**src/rtl/cfg_tile.sv**
```systemverilog
// Parametrised logic tile (CLB + BL/TR connection blocks + switch block) with a
// double-buffered word-serial configuration loader. Optional macro: CFG_READBACK_EN.
module cfg_tile #(
  parameter  int W         = 3,
  parameter  int CFG_DW    = 8,
  localparam int CFG_BITS  = 23 + 8 * W,
  localparam int CFG_WORDS = (CFG_BITS + CFG_DW - 1) / CFG_DW,
  localparam int RD_AW     = (CFG_WORDS > 1) ? $clog2(CFG_WORDS) : 1
) (
  input  logic              clk,
  input  logic              rst_n,
  input  logic              cfg_valid,
  output logic              cfg_ready,
  input  logic [CFG_DW-1:0] cfg_data,
  input  logic              cfg_last,
  output logic              cfg_done,
  output logic              cfg_err,
`ifdef CFG_READBACK_EN
  input  logic [RD_AW-1:0]  cfg_rd_addr,
  output logic [CFG_DW-1:0] cfg_rd_data,
`endif
  input  logic              cl_V_i,
  input  logic              cl_H_i,
  input  logic              lc_V_i,
  input  logic              lc_H_i,
  input  logic [W-1:0]      sc_H_i,
  input  logic [W-1:0]      sc_V_i,
  output logic              lc_V_o,
  output logic              lc_H_o,
  output logic              cl_V_o,
  output logic              cl_H_o,
  output logic [W-1:0]      sc_H_o,
  output logic [W-1:0]      sc_V_o
);

  localparam int CNT_W  = $clog2(CFG_WORDS + 1);
  localparam int BL_LSB = 21;
  localparam int TR_LSB = 22 + 2 * W;
  localparam int SB_LSB = 23 + 4 * W;
  localparam logic [CNT_W-1:0] LAST_IDX = CNT_W'(CFG_WORDS - 1);

  typedef enum logic [1:0] {ST_IDLE, ST_LOAD, ST_COMMIT, ST_DRAIN} state_t;

  state_t               state_q, state_d;
  logic [CNT_W-1:0]     cnt_q, word_idx;
  logic [CFG_BITS-1:0]  shadow_q, shadow_d, active_q;
  logic                 in_frame, accept, load_word, is_final, frame_err;

  // ---------------------------------------------------------------- loader FSM
  always_ff @(posedge clk or negedge rst_n) begin
    if (!rst_n) state_q <= ST_IDLE;
    else        state_q <= state_d;
  end

  // NOTE: every signal written in always_comb gets a default first, so no path
  // leaves it unassigned and no latch is inferred.
  always_comb begin
    state_d = state_q;
    case (state_q)
      ST_IDLE, ST_LOAD:
        if (accept) begin
          if (cfg_last)      state_d = is_final ? ST_COMMIT : ST_IDLE;
          else if (is_final) state_d = ST_DRAIN;
          else               state_d = ST_LOAD;
        end
      ST_COMMIT: state_d = ST_IDLE;
      ST_DRAIN:  if (accept && cfg_last) state_d = ST_IDLE;
      default:   state_d = ST_IDLE;
    endcase
  end

  always_comb begin
    cfg_ready = (state_q != ST_COMMIT);
    cfg_done  = (state_q == ST_COMMIT);
    in_frame  = (state_q == ST_IDLE) || (state_q == ST_LOAD);
  end

  assign accept    = cfg_valid & cfg_ready;
  assign load_word = accept & in_frame;
  // The first word of a frame is taken in IDLE, so it is always word 0.
  assign word_idx  = (state_q == ST_IDLE) ? '0 : cnt_q;
  assign is_final  = (word_idx == LAST_IDX);
  assign frame_err = load_word & (cfg_last ? !is_final : is_final);

  // Each shadow bit belongs to a fixed word; padding bits of the last word are dropped.
  for (genvar j = 0; j < CFG_BITS; j++) begin : g_shadow
    localparam int WJ = j / CFG_DW;
    localparam int BJ = j % CFG_DW;
    assign shadow_d[j] = (load_word && word_idx == CNT_W'(WJ)) ? cfg_data[BJ] : shadow_q[j];
  end

  // NOTE: sequential state uses non-blocking assignments only, so every register
  // samples pre-edge values regardless of statement order.
  always_ff @(posedge clk or negedge rst_n) begin
    if (!rst_n) begin
      shadow_q <= '0;
      active_q <= '0;
      cnt_q    <= '0;
      cfg_err  <= 1'b0;
    end else begin
      shadow_q <= shadow_d;
      if (load_word) cnt_q <= word_idx + 1'b1;
      if (state_q == ST_COMMIT) active_q <= shadow_q;
      if (frame_err)                         cfg_err <= 1'b1;
      else if (accept && state_q == ST_IDLE) cfg_err <= 1'b0;
    end
  end

  // ---------------------------------------------------------------- fabric
  logic [15:0]    lut;
  logic           ff_sel, en_up, en_right, en_down, en_left;
  logic [W-1:0]   bl_sel_in, bl_sel_out, tr_sel_in, tr_sel_out;
  logic           bl_pass, tr_pass;
  logic [4*W-1:0] sb_cfg;

  assign lut    = active_q[15:0];
  assign ff_sel = active_q[16];
  assign {en_left, en_down, en_right, en_up}   = active_q[20:17];
  assign {bl_pass, bl_sel_out, bl_sel_in}      = active_q[BL_LSB +: 2*W+1];
  assign {tr_pass, tr_sel_out, tr_sel_in}      = active_q[TR_LSB +: 2*W+1];
  assign sb_cfg = active_q[SB_LSB +: 4*W];

  logic       bl_to_clb, tr_to_clb, lut_f, lut_q, clb_r;
  logic [3:0] lut_idx;
  logic [W-1:0] bl_trk, tr_trk;

  assign bl_to_clb = |(sc_H_i & bl_sel_in);
  assign tr_to_clb = |(sc_V_i & tr_sel_in);
  assign lut_idx   = {cl_V_i, tr_to_clb, bl_to_clb, cl_H_i};
  assign lut_f     = lut[lut_idx];

  // The DFF tracks the LUT every cycle and is deliberately left alone by a commit.
  always_ff @(posedge clk or negedge rst_n) begin
    if (!rst_n) lut_q <= 1'b0;
    else        lut_q <= lut_f;
  end

  assign clb_r  = ff_sel ? lut_q : lut_f;
  assign lc_V_o = clb_r & en_up;
  assign lc_H_o = clb_r & en_left;

  assign bl_trk = sc_H_i | ({W{clb_r & en_down}}  & bl_sel_out);
  assign tr_trk = sc_V_i | ({W{clb_r & en_right}} & tr_sel_out);
  assign cl_V_o = lc_V_i & bl_pass;
  assign cl_H_o = lc_H_i & tr_pass;

  for (genvar i = 0; i < W; i++) begin : g_sblock
    logic [3:0] s;
    assign s         = sb_cfg[4*i +: 4];
    assign sc_H_o[i] = (bl_trk[i] & s[0]) | (tr_trk[i] & s[1]);
    assign sc_V_o[i] = (bl_trk[i] & s[2]) | (tr_trk[i] & s[3]);
  end

  // ---------------------------------------------------------------- readback
`ifdef CFG_READBACK_EN
  logic [CFG_WORDS*CFG_DW-1:0] rd_padded;
  logic [CFG_DW-1:0]           rd_word;

  for (genvar j = 0; j < CFG_WORDS * CFG_DW; j++) begin : g_rd_pad
    if (j < CFG_BITS) begin : g_bit
      assign rd_padded[j] = active_q[j];
    end else begin : g_zero
      assign rd_padded[j] = 1'b0;
    end
  end

  // Unmatched (out-of-range) addresses fall through to zero.
  always_comb begin
    rd_word = '0;
    for (int k = 0; k < CFG_WORDS; k++)
      if (cfg_rd_addr == RD_AW'(k)) rd_word = rd_padded[k*CFG_DW +: CFG_DW];
  end

  always_ff @(posedge clk or negedge rst_n) begin
    if (!rst_n) cfg_rd_data <= '0;
    else        cfg_rd_data <= rd_word;
  end
`else
  // Without readback the active register is observable only through the fabric.
`endif

endmodule

```
**config.mk**
```make
export PLATFORM = sky130hd
export DESIGN_NAME = cfg_tile
export DESIGN_NICKNAME = d
export VERILOG_FILES = /design/src/rtl/cfg_tile.sv
export SDC_FILE = /design/constraint.sdc
export NUM_CORES = 1
export LEC_CHECK = 0
export CAP_MARGIN = 10
export CORE_MARGIN = 1
export CORE_UTILIZATION = 50
export DETAILED_ROUTE_END_ITERATION = 8
export PLACE_DENSITY = 0.7
export SKIP_CTS_REPAIR_TIMING = 1
export SYNTH_ARGS = -nofsm -noshare
export SYNTH_HDL_FRONTEND = slang
export SYNTH_SLANG_ARGS = --single-unit
```
**constraint.sdc**
```tcl
create_clock -name clk -period 6.8 [get_ports clk]
set_input_delay 1.36 -clock clk [delete_from_list [all_inputs] [get_ports clk]]
set_output_delay 1.36 -clock clk [all_outputs]
set_load 0.01 [all_outputs]
```
# Yosys cells after proc, flatten, opt, wreduce, memory -nomap -nowiden
# Cells that the tools add are included.
dict set report op_classes {
  n_addsub 1
  mul 0
  n_div 0
  magnitude_cmp 1
  eq_ne 11
  shifts 0
  muxes 13
  bitwise 33
  n_reduce_logical 17
}
# operator count
set op_table {}
lappend op_table {{$and A1 B1 Y1} 21}
lappend op_table {{$and A3 B3 Y3} 4}
lappend op_table {{$mux W2} 5}
lappend op_table {{$logic_and A1 B1 Y1} 8}
lappend op_table {{$eq A3 B2 Y1 const B} 2}
lappend op_table {{$eq A3 B3 Y1 const B} 2}
lappend op_table {{$ne A2 B2 Y1 const B} 3}
lappend op_table {{$or A1 B1 Y1} 6}
lappend op_table {{$or A3 B3 Y3} 2}
lappend op_table {{$pmux W2 S3} 1}
lappend op_table {{$reduce_or A3 Y1} 2}
lappend op_table {{$lt A4 B5 Y1 const B} 1}
lappend op_table {{$mux W1} 5}
lappend op_table {{$bmux W1 S4} 1}
lappend op_table {{$eq A2 B2 Y1 const B} 2}
lappend op_table {{$add A3 B1 Y3 const B} 1}
lappend op_table {{$eq A3 B1 Y1 const B} 1}
lappend op_table {{$logic_not A3 Y1} 1}
lappend op_table {{$mux W3} 1}
lappend op_table {{$eq A2 B1 Y1 const B} 1}
lappend op_table {{$logic_not A2 Y1} 1}
lappend op_table {{$reduce_and A2 Y1} 1}
lappend op_table {{$reduce_bool A2 Y1} 1}
lappend op_table {{$reduce_or A2 Y1} 1}
lappend op_table {{other kinds (2)} 2}
dict set report word_totals {
  reg_bits 101
  latch_bits 0
  mem_bits_rw 0
  romBits 0
  in_bits 22
  out_inout_bits 13
  wordCells 87
  memories 0
}

# Logic depth before layout (Yosys ltp)
dict set report depth {
  ltp_word 10
  ltp_mapped 8
}

# Least setup slack after synthesis
# Ideal clock, no wire load.
dict set report synth_timing {
  path_kind {input to output}
  startpoint {in sc_H_i[0]}
  endpoint {out lc_H_o}
  t_arrival_ns 2.928
  path_slack_ns 2.512
  path_stages 6
  n_path_buf 0
  cell_sequence {a222oi_1 mux4_1 a22oi_2 a21oi_1 or2_1 and2_1}
}
dict set report synth_between {
  elab_chain_len 6
}
# item line_no
set synth_lines {}
lappend synth_lines {{start, declared} 26} ;# input logic [W-1:0] sc_H_i,
lappend synth_lines {{$and A3 B3 Y3} 127} ;# assign bl_to_clb = |(sc_H_i & bl_sel_in);
lappend synth_lines {{$reduce_or A3 Y1} 127}
lappend synth_lines {{$bmux W1 S4} 130} ;# assign lut_f = lut[lut_idx];
lappend synth_lines {{$mux W1 (not written as such)} 130}
lappend synth_lines {{$mux W1} 138} ;# assign clb_r = ff_sel ? lut_q : lut_f;
lappend synth_lines {{$and A1 B1 Y1} 140} ;# assign lc_H_o = clb_r & en_left;
lappend synth_lines {{end, declared} 29} ;# output logic lc_H_o,
# Every way passes these cells. The select of a mux whose other input is x is not followed.

# Worst setup path in the final report
dict set report layout_timing {
  startpoint {in sc_H_i[0]}
  endpoint {out sc_H_o[0]}
}
dict set report layout_between {
  elab_chain_len 10
  elab_cells_between_ends 14
  classes_between {mux: 3; bitwise: 10; reduce/logical: 1}
}
# item line_no
set layout_lines {}
lappend layout_lines {{$and A3 B3 Y3 (*)} 127}
lappend layout_lines {{$reduce_or A3 Y1 (*)} 127}
lappend layout_lines {{$bmux W1 S4 (*)} 130}
lappend layout_lines {{$mux W1 (not written as such) (*)} 130}
lappend layout_lines {{named net lut_f} 123} ;# logic bl_to_clb, tr_to_clb, lut_f, lut_q, clb_r;
lappend layout_lines {{$mux W1 (*)} 138}
lappend layout_lines {{$and A1 B1 Y1, on equally long branches} {142, 143}}
lappend layout_lines {{$and A3 B3 Y3, on equally long branches} {142, 143}}
lappend layout_lines {{$or A3 B3 Y3, on equally long branches} {142, 143}}
lappend layout_lines {{$and A1 B1 Y1} 150} ;# assign sc_H_o[i] = (bl_trk[i] & s[0]) | (tr_trk[i] & s[1]);
lappend layout_lines {{$or A1 B1 Y1 (*)} 150}
lappend layout_lines {{end, declared} 32} ;# output logic [W-1:0] sc_H_o,
# Mark *: on every way through the listed nets, which the timed path passes. The rest lies on a longest branch. The select of a mux whose other input is x is not followed.

==> results_dict.tcl <==
set metrics [dict create \
    setup_viol 0 \
    grt_max_degree 70 \
    portBuffers 34 \
    startpoint_type "input pin" \
    seqCellArea_um2 2530 \
    post-route-min-period_ns 5.65 \
    place_congestion 0.745 \
    synthAdderAreaFrac_pct 1.47 \
    drt_wl_total_um 8150 \
    hold_ws_ns 0.482 \
    dr.pass1.iters 4 \
    grt_setup_unrepaired "no" \
    holdCritStartpoint "cnt_q[1]$_DFFE_PN0P_" \
    ant_nets 0 \
    ys_seq_elements 101 \
    total_power_uw 1900 \
    period_share_pct 83.0 \
    fp.dieW_um 94.2 \
    synth_nets 335 \
    wire_per_inst_um 18.1 \
    initial_utilization_pct 51.7 \
    core_area_um2 8220 \
    hold_path_class "register to register" \
    cts_buffers 9 \
    grt_remaining_overflow 0 \
    antenna_found_initial 0 \
    worst-path-max-fanout 7 \
    worst_setup_path_end_kind "output pin" \
    viasPerCell 5.54 \
    whs_endpoint "cnt_q[1]$_DFFE_PN0P_" \
    dp_hpwl_um 5600 \
    cts_buffer_depth 2 \
    drtIter0Drc 87 \
    r2r_end "shadow_q[41]$_DFFE_PN0P_" \
    reg2reg_depth 5 \
    critPathBufInv 2 \
    tightest_slew_ns 0.855 \
    ys_warn_count 0 \
    worst_slack_ns 1.15 \
    ys_seq_area_share_pct 59.4 \
    synthDistinctLibCells 30 \
    synth_xor_area_share_pct 0.206 \
    clock_sinks 101 \
    diodes 0 \
    placed_cells 436 \
    synth_simple_gate_area_share_pct 5.18 \
    cts_tree "done" \
    syn_area_um2 4250 \
    path_common_cell "clkdlybuf4s50_1" \
    clock-root-buffer "clkbuf_8" \
    peakVddDrop_v 0.000166 \
    synth_mux_area_share_pct 24.2 \
    num-fill-cells 637 \
    worstSetupPathType "input pin to output pin" \
    avgSynthCellArea_um2 13.8 \
    clk_transition_reported_paths_ns 0.09 \
    grt_pass1_wl_um 13700 \
    nNetsFinal 369 \
    fin_cells 451 \
    area_delta_synth_final_pct 15.3 \
    die_area_um2 8880 \
    cts-htree-levels 3 \
    multi_input_area_um2 1620 \
    clk_latency_ns 0.36 \
    die-height_um 94.2 \
    first_global_vias 2584 \
    startpoint "sc_H_i[0]" \
    power.density_nw_per_um2 388 \
    io_pins 35 \
    cp_data_arrival_time_ns 4.29 \
    crit_slowest_cell "a222oi_1" \
    grtUsageTotal_pct 21.2 \
    drv_cap 0 \
    remaining_drc_errors 0 \
    crit_chain "clkdlybuf4s50_1 -> a222oi_1 -> mux4_1 -> a22oi_2 -> nand2_4 -> a31oi_1 -> o22ai_1 -> clkdlybuf4s50_1" \
    crit_family "compound AO/OA/AOI/OAI gates" \
    hold_violations 0 \
    setup-tns-final_ns 0 \
    syn-instance-count 308 \
    r2r_start "state_q[0]$_DFFE_PN0P_" \
    drive_gt1_share_pct 32.9 \
    cellLeakagePower_uw 0.00219 \
    synth_compound_area_share_pct 6.86 \
    cpPeakStageDelay_ns 0.78 \
    slew_headroom_pct 43.0 \
    drv_slew 0 \
    max_freq_mhz 177 \
    fin_skew_ns 0.0103 \
    status "complete, no violations" \
    ff2ff_setup_slack_ns 4.52 \
    synth_top_family_by_area "multiplexers" \
    row_count 33 \
    vias 2500 \
    critPathRequiredTime_ns 5.44 \
    place_ws_ns 1.16 \
    worstHoldPathCells 2 \
]
==> flip-flops by register name, indices dropped and copies added, names as in the netlist <==
name,count
cnt_q,3
shadow_q,47
cfg_err,1
active_q,47
state_q,2
lut_q,1
==> through the flow <==
stage	cell area, um^2	utilization (%)
global route	4900	59.7
floorplan	4250	-
detailed placement	4690	57.1
finish	4900	59.7
global placement	4690	57.1
CTS	4900	59.7
==> power by group <==
group | internal [uW] | total (uW) | switching, uW
clock | 205 | 402 | 197
sequential | 859 | 995 | 135
combinational | 304 | 508 | 204
total | 1370 | 1900 | 537
==> layout by cell type, fill, tap and decap left out, types with 4 or more instances in the layout <==
cell type        count
o21ai_0             17
mux4_1               4
dfrtp_1            101
nand2_1             19
ha_1                 5
and2_1               5
o22ai_1              6
clkbuf_8             9
mux2_2              82
clkdlybuf4s50_1     33
a31o_2               7
a31oi_1              6
inv_1               16
==> Yosys cell counts, drive strengths merged <==
cell	count	area (um^2)
a21oi	1	5.00
a222oi	2	20.0
a22oi	2	25.0
a31o	7	61.3
a31oi	6	37.5
and2	6	38.8
and2b	2	16.3
and3	3	18.8
buf	3	15.0
clkbuf	10	37.5
dfrtp	101	2530
ha	5	62.6
inv	16	60.1
mux2	82	923
mux4	4	105
nand2	20	82.6
nand2b	1	6.26
nand3	1	5.00
nor2	3	11.3
nor2b	4	25.0
nor3	1	10.0
o21a	2	15.0
o21ai	18	90.1
o22ai	6	37.5
or2	1	6.26
xnor2	1	8.76
==> worst reg2reg max path, delay by kind of cell, from the launching register on <==
kind            cells  cell delay, ns
buf+inv             1            0.06
flops               1            0.48
simple gates        1            0.66
compound gates      1            0.32
mux                 1            0.42
fa+ha+maj           1            0.22
==> cell families (layout without fill, tap and decap cells) <==
| family | Yosys count | after routing |
|---|---|---|
| DFF | 101 | 101 |
| muxes | 86 | 86 |
| AOI/OAI and AO/OA | 44 | 44 |
| and+or+nand+nor | 42 | 42 |
| buffers and inverters | 29 | 67 |
| adders and majority gates | 5 | 5 |
| xor gates and xnor gates | 1 | 1 |
==> layer usage <==
metal / global-route usage (%) / vias up / part of all wire [%]
met3: 4.61 / 10 / 3.0
met2: 34.1 / 43 / 48
met4: 5.77 / 0 / 1.1
met5: 0 / - / 0
li1: - / 1161 / -
met1: 28.9 / 1286 / 48
==> layout make-up <==
| class | count | area share [%] |
|---|---|---|
| clock inverters | 6 | 1.81 |
| repair buffers | 36 | 7.20 |
| multi-input cells | 178 | 33.0 |
| clock buffers | 9 | 2.53 |
| flip-flops and latches | 101 | 51.5 |
| inverters | 16 | 1.22 |
| well taps | 105 | 2.68 |
==> worst max-delay path by stage <==
| stage | to | slack [ns] | depth (start not counted) |
|---|---|---|---|
| 5_1_grt | sc_V_o[0] | 1.04 | 8 |
| 3_3_place_gp | sc_H_o[0] | 1.30 | 8 |
| 3_5_place_dp | sc_H_o[0] | 1.16 | 8 |
| 6_report | sc_H_o[0] | 1.15 | 8 |
| 4_1_cts | sc_H_o[0] | 1.17 | 8 |
| 2_1_floorplan | lc_H_o | 2.51 | 6 |
Power figures use the tool's default switching activity.
